File: src/rtl/riscv_writeback.sv
// Writeback stage: owns the regfile write port, merges ALU results with in-order load returns.
// Latency: ALU result 1 cycle; load response >=1 cycle, +1 per cycle held off by the ALU.
// Backpressure: issue stalls on full rd FIFO or pending rd; responses stall on full buffer.
module riscv_writeback_fifo #(
    parameter int WIDTH = 8,
    parameter int DEPTH = 4,
    localparam int PW = (DEPTH > 1) ? $clog2(DEPTH) : 1,
    localparam int CW = $clog2(DEPTH + 1)
) (
    input  logic             clk,
    input  logic             rst_n,
    input  logic             push,
    input  logic [WIDTH-1:0] push_dat,
    input  logic             pop,
    output logic [WIDTH-1:0] head_dat,
    output logic             full,
    output logic             empty,
    output logic [CW-1:0]    count
);
    logic [WIDTH-1:0] mem [DEPTH];
    logic [PW-1:0]    wr_ptr;
    logic [PW-1:0]    rd_ptr;
    logic             do_push;
    logic             do_pop;

    assign full     = (count == CW'(DEPTH));
    assign empty    = (count == '0);
    assign do_push  = push && !full;
    assign do_pop   = pop && !empty;
    assign head_dat = mem[rd_ptr];

    always_ff @(posedge clk or negedge rst_n) begin
        if (!rst_n) begin
            wr_ptr <= '0;
            rd_ptr <= '0;
            count  <= '0;
        end else begin
            if (do_push) wr_ptr <= (wr_ptr == PW'(DEPTH - 1)) ? '0 : wr_ptr + 1'b1;
            if (do_pop)  rd_ptr <= (rd_ptr == PW'(DEPTH - 1)) ? '0 : rd_ptr + 1'b1;
            count <= count + CW'(do_push) - CW'(do_pop);
        end
    end

    always_ff @(posedge clk) begin
        if (do_push) mem[wr_ptr] <= push_dat;
    end
endmodule

module riscv_writeback #(
    parameter int WORD_LENGTH = 32,
    parameter int ADDR_LENGTH = 5,
    parameter int NUM_REGS    = 32,
    parameter int LOAD_DEPTH  = 4,
    parameter int RESP_DEPTH  = 2
) (
    input  logic                   clk,
    input  logic                   rst_n,
    input  logic                   alu_valid,
    input  logic [ADDR_LENGTH-1:0] alu_rd,
    input  logic [WORD_LENGTH-1:0] alu_data,
    input  logic                   load_issue_valid,
    input  logic [ADDR_LENGTH-1:0] load_issue_rd,
    output logic                   load_issue_ready,
    input  logic                   load_resp_valid,
    input  logic [WORD_LENGTH-1:0] load_resp_data,
    output logic                   load_resp_ready,
    input  logic [ADDR_LENGTH-1:0] rs1_addr,
    input  logic [ADDR_LENGTH-1:0] rs2_addr,
    output logic                   rs1_busy,
    output logic                   rs2_busy,
    output logic                   write_en,
    output logic [ADDR_LENGTH-1:0] write_addr,
    output logic [WORD_LENGTH-1:0] data,
    output logic                   idle
);
    localparam int RD_CW  = $clog2(LOAD_DEPTH + 1);
    localparam int BUF_CW = $clog2(RESP_DEPTH + 1);

    logic [NUM_REGS-1:0]    pending_q;
    logic [NUM_REGS-1:0]    pending_n;
    logic [ADDR_LENGTH-1:0] rd_head;
    logic                   rd_full, rd_empty, rd_pop;
    logic [RD_CW-1:0]       rd_count;
    logic [WORD_LENGTH-1:0] buf_head;
    logic                   buf_full, buf_empty, buf_pop, buf_push;
    logic [BUF_CW-1:0]      buf_count;
    logic                   issue, resp_acc;
    logic                   sel_vld;
    logic [ADDR_LENGTH-1:0] sel_rd;
    logic [WORD_LENGTH-1:0] sel_dat;

    assign load_issue_ready = !rd_full && !pending_q[load_issue_rd];
    assign load_resp_ready  = !buf_full;
    assign issue            = load_issue_valid && load_issue_ready;
    // A response is only meaningful if some issued load has no data yet; strays are dropped.
    assign resp_acc         = load_resp_valid && load_resp_ready && (32'(rd_count) > 32'(buf_count));
    assign idle             = rd_empty && buf_empty;

    assign rs1_busy = pending_q[rs1_addr] || (issue && load_issue_rd == rs1_addr && rs1_addr != '0);
    assign rs2_busy = pending_q[rs2_addr] || (issue && load_issue_rd == rs2_addr && rs2_addr != '0);

    riscv_writeback_fifo #(.WIDTH(ADDR_LENGTH), .DEPTH(LOAD_DEPTH)) u_rd_fifo (
        .clk(clk), .rst_n(rst_n), .push(issue), .push_dat(load_issue_rd), .pop(rd_pop),
        .head_dat(rd_head), .full(rd_full), .empty(rd_empty), .count(rd_count)
    );

    riscv_writeback_fifo #(.WIDTH(WORD_LENGTH), .DEPTH(RESP_DEPTH)) u_resp_buf (
        .clk(clk), .rst_n(rst_n), .push(buf_push), .push_dat(load_resp_data), .pop(buf_pop),
        .head_dat(buf_head), .full(buf_full), .empty(buf_empty), .count(buf_count)
    );

    // ALU owns the port; buffered load data drains before a fresh response may bypass.
    always_comb begin
        sel_vld  = 1'b0;
        sel_rd   = '0;
        sel_dat  = '0;
        rd_pop   = 1'b0;
        buf_pop  = 1'b0;
        buf_push = 1'b0;
        if (alu_valid) begin
            sel_vld  = 1'b1;
            sel_rd   = alu_rd;
            sel_dat  = alu_data;
            buf_push = resp_acc;
        end else if (!buf_empty) begin
            sel_vld  = 1'b1;
            sel_rd   = rd_head;
            sel_dat  = buf_head;
            rd_pop   = 1'b1;
            buf_pop  = 1'b1;
            buf_push = resp_acc;
        end else if (resp_acc) begin
            sel_vld  = 1'b1;
            sel_rd   = rd_head;
            sel_dat  = load_resp_data;
            rd_pop   = 1'b1;
        end
    end

    always_comb begin
        pending_n = pending_q;
        if (rd_pop) pending_n[rd_head] = 1'b0;
        if (issue && load_issue_rd != '0) pending_n[load_issue_rd] = 1'b1;
        pending_n[0] = 1'b0;
    end

    always_ff @(posedge clk or negedge rst_n) begin
        if (!rst_n) begin
            write_en   <= 1'b0;
            write_addr <= '0;
            data       <= '0;
            pending_q  <= '0;
        end else begin
            write_en  <= sel_vld && (sel_rd != '0);
            if (sel_vld) begin
                write_addr <= sel_rd;
                data       <= sel_dat;
            end
            pending_q <= pending_n;
        end
    end
endmodule

File: config.mk
export PLATFORM = sky130hd
export DESIGN_NAME = riscv_writeback
export DESIGN_NICKNAME = d
export VERILOG_FILES = /design/src/rtl/riscv_writeback.sv
export SDC_FILE = /design/constraint.sdc
export NUM_CORES = 1
export LEC_CHECK = 0
export ABC_AREA = 1
export CAP_MARGIN = 5
export CORE_UTILIZATION = 54
export DETAILED_ROUTE_END_ITERATION = 12
export HOLD_SLACK_MARGIN = 0.08
export PLACE_DENSITY_LB_ADDON = 0.12
export SYNTH_ARGS = -nofsm -noshare
export SYNTH_HDL_FRONTEND = slang
export SYNTH_SLANG_ARGS = --single-unit
File: constraint.sdc
create_clock -name clk -period 4.5 [get_ports clk]
set_input_delay 1.35 -clock clk [delete_from_list [all_inputs] [get_ports clk]]
set_output_delay 1.35 -clock clk [all_outputs]
set_load 0.005 [all_outputs]
==> metrics.txt <==
status=completed; most numerous cell in the Yosys netlist=nand2_1; yosys warns=0; routability cong.=0.956; Hold WS=0.486 ns; Hold Crit Depth=1; kind of end point of the critical path=output port; Seq/Total Area, Yosys=53.3%; Synth Instances=908; H-tree depth reported by CTS=4; Iteration-0 DRC Markers=562; clk slew on worst S/H paths=0.07 ns; Mapped Nets=1009; post-synth top area share=29.7%; final setup fails=0; Yosys reg bits=164; post-layout min period=4.38 ns; CP arrival=3.03 ns; worst slew pin tran=0.976 ns; hold_buf cts=0; io pins=132; vias per std cell=5.62; M2 GR Usage=47.2%; Post-synth EDFFs=84; Fillers=1155; Wirelength per Cell=17.5 um; Placed Cells=1272; clock root buffer=clkbuf_16; num rows=45; final instance area=0.0111 mm^2; initial antenna violation count=0; total number of vias=7360; first-pass GRT wire length=36100 um; number of cells on the critical path=14; maxcap violations=0; number of buffers created by CTS=17; met3 Use GR=6.07%; HPWL after DPL=16100 um; Max Fclk=228 MHz; ant diodes=0; reg2reg path depth=14; GRT overflow=0; Async SR Flop Fraction=48.8%; layer with the highest usage=met2; Max VDD drop=0.429 mV; Slew headroom=34.9%; post-synth top area cell=edfxtp_1; critical path fanouts, max=4; PnR worst setup slack=0.120 ns; clk buf depth=2; final hold vios=0; Req. time, crit path=3.15 ns; Routed WL=22900 um; nets=1186; PwrDens=589 mW/mm^2; CP Buf/Inv Count=5; cells along the critical path=dlygate4sd2_1 -> buf_4 -> nand2_2 -> nor2_1 -> a21oi_1 -> nand2_1 -> a21oi_2 -> nand2_2 -> nor2_8 -> buf_4 -> buf_4 -> nand2_2 -> o21ai_1 -> buf_2; starting density of the core=55.6%; Die W=127 um; top cells by count, synth=209 x nand2_1, 92 x inv_1, 84 x edfxtp_1, 80 x dfrtp_1, 80 x o21ai_0; Final ANT Viol Nets=0; leakage=0.00471 uW; CTS tree=built; hold crit path type=register to register; Post-Syn Area=0.00849 mm^2; M1 GR Usage=40.3%; Top delay family on crit path=buffers and inverters; die height=127 um; IO Port Bufs=131; slowest stage delay, CP=0.29 ns; dpl ws=-0.326 ns; Worst-Skew Late Latency=0.44 ns; CP max-delay cell=dlygate4sd2_1; Layout area overhead=30.7%; Total Routing Usage GR=29.4%; CP Launch Type=primary input; Mean Syn Cell Area=9.35 um^2; Die ar.=0.0162 mm^2; largest net degree at the start of global routing=76; Most used DFF post-synth=edfxtp_1; top post-synthesis cells by area=edfxtp_1 30%, dfrtp_1 24%, nand2_1 9.2%; Synth cell types=37; Floorplan Core Area=0.0153 mm^2; residual DRC count=0; CTS sink count=164; skew final=0.0108 ns; dpl cell area=0.0104 mm^2; vias in the first global route=6827; kind of critical path=primary input to output port; Slew Viols, Final=0; Final period util=97.3%; Final Non-Filler Cells=1309; layout cells sized above 1=15.8%; first-pass iteration count of the detailed router=5; setup TNS=0 ns
[path summary, 6_finish.rpt]
check	start	to	slack (ns)
worst max-delay path	load_issue_rd[1]	rs1_busy	0.12
max in group asynchronous	rst_n	data[29]$_DFFE_PN0P_	2.73
min in group asynchronous	rst_n	pending_q[2]$_DFF_PN0_	1.06
worst max register to register	u_resp_buf.count[1]$_DFF_PN0_	u_rd_fifo.count[1]$_DFF_PN0_	1.94
worst min-delay path	write_addr[4]$_DFFE_PN0P_	write_addr[4]$_DFFE_PN0P_	0.49
worst min register to register	write_addr[4]$_DFFE_PN0P_	write_addr[4]$_DFFE_PN0P_	0.49
[where the power goes]
group / switching [uW] / internal [uW] / leakage (uW)
sequential: 343 / 2140 / 0.00174
clock: 682 / 745 / 0.000287
combinational: 1500 / 1130 / 0.00268
total: 2520 / 4010 / 0.00471
[worst reg2reg max path: cells and delay by family (launching register included)]
kind            cells  cell delay, ns
compound gates      1            0.17
fa+ha+maj           4            1.10
buf+inv             4            0.39
flops               1            0.37
simple gates        5            0.40
[final cells by class]
type	count	area [um^2]	share of cell area (%)
flip-flops and latches	164	4520	40.8
repair buffers	210	1920	17.3
well taps	211	264	2.38
inverters	95	362	3.26
clock inverters	15	161	1.45
multi-input cells	597	3430	30.9
clock buffers	17	425	3.83
[flip-flops by register name, indices dropped and copies added, names as in the netlist]
name and cells:
u_rd_fifo.rd_ptr 2, u_resp_buf.wr_ptr 1, data 32, u_rd_fifo.count 3
u_rd_fifo.mem 20, write_en 1, u_resp_buf.count 2, u_rd_fifo.wr_ptr 2
u_resp_buf.mem 64, write_addr 5, pending_q 31, u_resp_buf.rd_ptr 1
[kinds of logic after synthesis]
kind of cell | share of synthesized area [%]
AO/OA/AOI/OAI | 14.5
buffers and inverters | 7.30
XOR/XNOR | 0.928
flip-flops | 53.3
multiplexers | 4.24
adder cells (fa/ha/maj) | 1.86
AND/OR/NAND/NOR | 17.9
[what timing repair did]
action                                  in CTS  in global routing
setup buffers                                5                  0
pin swaps                                    3                  0
endpoints found under the setup margin       3                  3
gates resized for setup                     27                 10
[stage by stage]
| step | utilization, % | power [uW] |
|---|---|---|
| after floorplan | - | 3980 |
| after global placement | 68.1 | 5010 |
| after detailed placement | 68.1 | 5070 |
| after CTS | 72.6 | 6540 |
| after global routing | 72.7 | 6940 |
| final | 72.7 | 6540 |
[metal layers]
| layer | share of wire, % | vias up |
|---|---|---|
| li1 | - | 3541 |
| met1 | 43 | 3460 |
| met2 | 48 | 319 |
| met3 | 7.3 | 40 |
| met4 | 2.2 | 0 |
| met5 | 0 | - |
[cells in the final DEF (no fill, tap or decap), drive strengths merged, types with 5 or more instances in the layout]
cell             n
a21oi           25
a22oi           32
buf             81
clkbuf          18
clkdlybuf4s50  122
clkinv           5
dfrtp           80
edfxtp          84
ha              11
inv            104
mux2            32
nand2          211
nand3           51
nand4           36
nor2            29
nor3            12
o211ai          42
o21ai           83
o31ai           13
xnor2            5
(Power assumes the default switching activity.)
==> RTL edit 1, RTL diff (same flow settings) <==
Reset style: synchronous (`rst_n`), changed in 2 clocked blocks.
--- a/src/rtl/riscv_writeback.sv
+++ b/src/rtl/riscv_writeback.sv
@@ -31,3 +31,3 @@
 
-    always_ff @(posedge clk or negedge rst_n) begin
+    always_ff @(posedge clk) begin
         if (!rst_n) begin
@@ -146,3 +146,3 @@
 
-    always_ff @(posedge clk or negedge rst_n) begin
+    always_ff @(posedge clk) begin
         if (!rst_n) begin
Function: differs if rst_n is asserted again (counterexample within 4 cycles, from zero or initial values and one cycle with rst_n low); with rst_n held inactive, the same outputs for 4 cycles.
==> RTL edit 1 against the original RTL <==
Synthesized area fell by 0.22%; sequential cell count rose by 3; routed wire length rose by 8.0%; cell area fell by 1.6%; sequential power fell by 15%; via count rose by 8.5%; total power fell by 16%; final cell count rose by 7.9%; worst setup slack got worse by 0.015 ns; die area fell by 0.22%; core utilization fell by 1.1 points; critical path type unchanged; largest power group is now registers; highest routed layer unchanged.
==> RTL edit 1: results (changes against the original RTL) <==
stage	metric	value	unit	change
clock_network	post_cts_buffers	0		was 5
layout	drive_gt1_share	11.5	%	was 15.8%
worst_setup_path	rr_worst_depth	16		was 14
global_route	grt_max_degree	48		was 76
layout	fin_nets	1290		was 1186
drt	wl_per_cell	17.5	um	about the same
global_route	grt_pass1_vias	7412		was 6827
drt	wl_met1	9960	um	was 9870 um
global_route	gr-usage-met2	51.7	%	was 47.2%
synthesis	synth_cells	1035		was 908
synthesis	syn-num-nets	1136		was 1009
layout	layoutNonFillerInstCount	1413		was 1309
global_route	grtUsageMet3	6.95	%	was 6.07%
worst_setup_path	rrSetupSlack	1.77	ns	was 1.94 ns
synthesis	ys_seq_area_share	49.4	%	was 53.3%
worst_setup_path	cpPeakStageDelay	0.26	ns	was 0.29 ns
drt	viasPerCell	5.65		was 5.62
drt	drt_iter0_markers	541		was 562
run_status	run_status	complete, no violations		unchanged
clock_network	cts_resized	13		was 27
global_route	grt_use_met1	38.8	%	was 40.3%
placed_design	dp_hpwl	17100	um	was 16100 um
layout	fill_cells	1212		was 1155
synthesis	async_flop_share	0	%	was 48.8%
timing	finalCriticalPeriod	4.39	ns	was 4.38 ns
timing	whs	0.468	ns	was 0.486 ns
placed_design	gp_congestion	0.953		was 0.956
[RTL edit 1: changes by cell type after synthesis, sizes merged, moves of 5 or more]
cell / unedited run / this run
nand2: 211 / 164
dfxtp: 0 / 83
inv: 95 / 82
or2: 1 / 33
o211ai: 42 / 12
mux2: 32 / 0
a31oi: 1 / 32
a22oi: 32 / 0
clkbuf: 30 / 40
nor2: 29 / 129
nor3: 12 / 43
dfrtp: 80 / 0
a21oi: 25 / 96
o21ai: 83 / 88
[RTL edit 1: final timing paths]
kind,end
worst max-delay path,rs1_busy
worst max register to register,u_rd_fifo.count[2]
worst min register to register,u_resp_buf.rd_ptr
worst min-delay path,u_resp_buf.rd_ptr
[RTL edit 1: cell families after synthesis]
kind of cell | after synthesis | share of synthesized area, %
simple gates | 458 | 24.4
compound gates | 246 | 16.0
fa+ha+maj | 12 | 1.86
flops | 167 | 49.4
buf+inv | 146 | 7.78
xor+xnor | 6 | 0.620
[RTL edit 1: worst max-delay path: cells and delay by family]
family	cells	cell delay [ns]
buf+inv	5	0.79
simple gates	12	0.89
[RTL edit 1: final cells by class]
class / count / area [um2] / share of cell area, %
clock inverter: 13 / 149 / 1.36
tap: 211 / 264 / 2.42
clock buffer: 19 / 433 / 3.96
sequential: 167 / 4180 / 38.3
timing repair buffer: 198 / 1890 / 17.3
multi-input combinational: 722 / 3680 / 33.7
inverter: 83 / 317 / 2.90
[RTL edit 1: report_power, final]
group / total [W] / internal, W / switching [W] / leakage [nW]
Sequential: 0.00211 / 0.00195 / 0.000153 / 1.44
Clock: 0.00144 / 0.000826 / 0.000615 / 0.269
Combinational: 0.00193 / 0.000766 / 0.00116 / 2.46
Total: 0.00548 / 0.00354 / 0.00193 / 4.18
==> RTL edit 2, RTL diff (same settings) <==
Without the edit above. Set the parameter `LOAD_DEPTH` to 16 (it was 4).
--- a/src/rtl/riscv_writeback.sv
+++ b/src/rtl/riscv_writeback.sv
@@ -52,3 +52,3 @@
     parameter int NUM_REGS    = 32,
-    parameter int LOAD_DEPTH  = 4,
+    parameter int LOAD_DEPTH  = 16,
     parameter int RESP_DEPTH  = 2
Function: changed (a bounded check fails within 10 cycles, from zero or initial values and one cycle with rst_n low).
==> RTL edit 2 against the original RTL <==
Routed wire length increased by 32%; register-to-register slack worse by 0.49 ns; final cell count increased by 36%; synthesized cell count is 44% higher; clock power increased by 43%; critical endpoint unchanged; total power grew 31%; critical path depth down 2; maximum frequency increased by 3.3%; cell area is 29% higher; sequential cell count rose by 66; worst hold slack gained 0.00095 ns; largest cell class unchanged; sequential power increased by 33%; worst setup slack better by 0.14 ns; synthesized area grew 34%.
==> RTL edit 2: results (changes against the original RTL) <==
stage	metric	value	unit	change
run_status	run_status	complete, no violations		unchanged
power	p_leak	6.39	nW	was 4.71 nW
global_route	antenna_found_initial	1		was 0
global_route	grt_use_met1	38.5	%	was 40.3%
global_route	gr-usage-met2	46.1	%	was 47.2%
worst_setup_path	r2r-end	u_rd_fifo.count[4]		was u_rd_fifo.count[1]
worst_setup_path	rrSetupSlack	1.45	ns	was 1.94 ns
power	p_switching	0.00324	W	was 0.00252 W
timing	whs	0.487	ns	was 0.486 ns
drt	met2WireLength	14400	um	was 10900 um
drt	viasPerCell	5.39		was 5.62
layout	drive_gt1_share	9.17	%	was 15.8%
drt	drt_iter0_markers	744		was 562
synthesis	syn-num-nets	1415		was 1009
synthesis	async_flop_share	37.4	%	was 48.8%
timing	fin_crit_sh	94.3	%	was 97.3%
power	pg_clk	0.00205	W	was 0.00143 W
synthesis	synth_commonest_cells	nand2_1, inv_1, edfxtp_1, nand3_1, dfrtp_1		was nand2_1, inv_1, edfxtp_1, dfrtp_1, o21ai_0
timing	slew_headroom	27.8	%	was 34.9%
synthesis	yosys.cell_types.count	38		was 37
synthesis	ys_seq_area_share	56.7	%	was 53.3%
global_route	grt_max_degree	73		was 76
drt	route.met3.wl	2160	um	was 1660 um
global_route	grt_pass1_vias	9035		was 6827
placed_design	dp_cells	1728		was 1272
worst_setup_path	crit_path_max_fanout	7		was 4
worst_setup_path	cpPeakStageDelay	0.38	ns	was 0.29 ns
drt	wl_met1	12700	um	was 9870 um
## RTL edit 2: layout make-up
cell class,count,area [um2],share of cell area (%)
Antenna cell,1,2.50,0.0175
Clock buffer,31,647,4.54
Clock inverter,13,175,1.23
Multi-Input combinational cell,871,4100,28.7
Timing Repair Buffer,206,1930,13.5
Sequential cell,230,6480,45.4
Tap cell,270,338,2.37
Inverter,154,591,4.14
## RTL edit 2: kinds of logic (layout without fill, tap and decap cells)
logic type / count (synthesis) / in the layout / synth area share [%]
and+or+nand+nor: 699 / 699 / 25.3
DFF: 230 / 230 / 56.7
buffers and inverters: 208 / 404 / 7.58
AOI/OAI and AO/OA: 142 / 142 / 7.42
adders and majority gates: 17 / 17 / 1.93
xor gates and xnor gates: 13 / 13 / 0.998
other: 0 / 1 / 0
## RTL edit 2: timing repair
action	4_1_cts	5_1_grt
gates resized for setup	22	7
hold buffers	0	0
pin swaps	4	4
endpoints found under the setup margin	3	3
buffers inserted	2	1
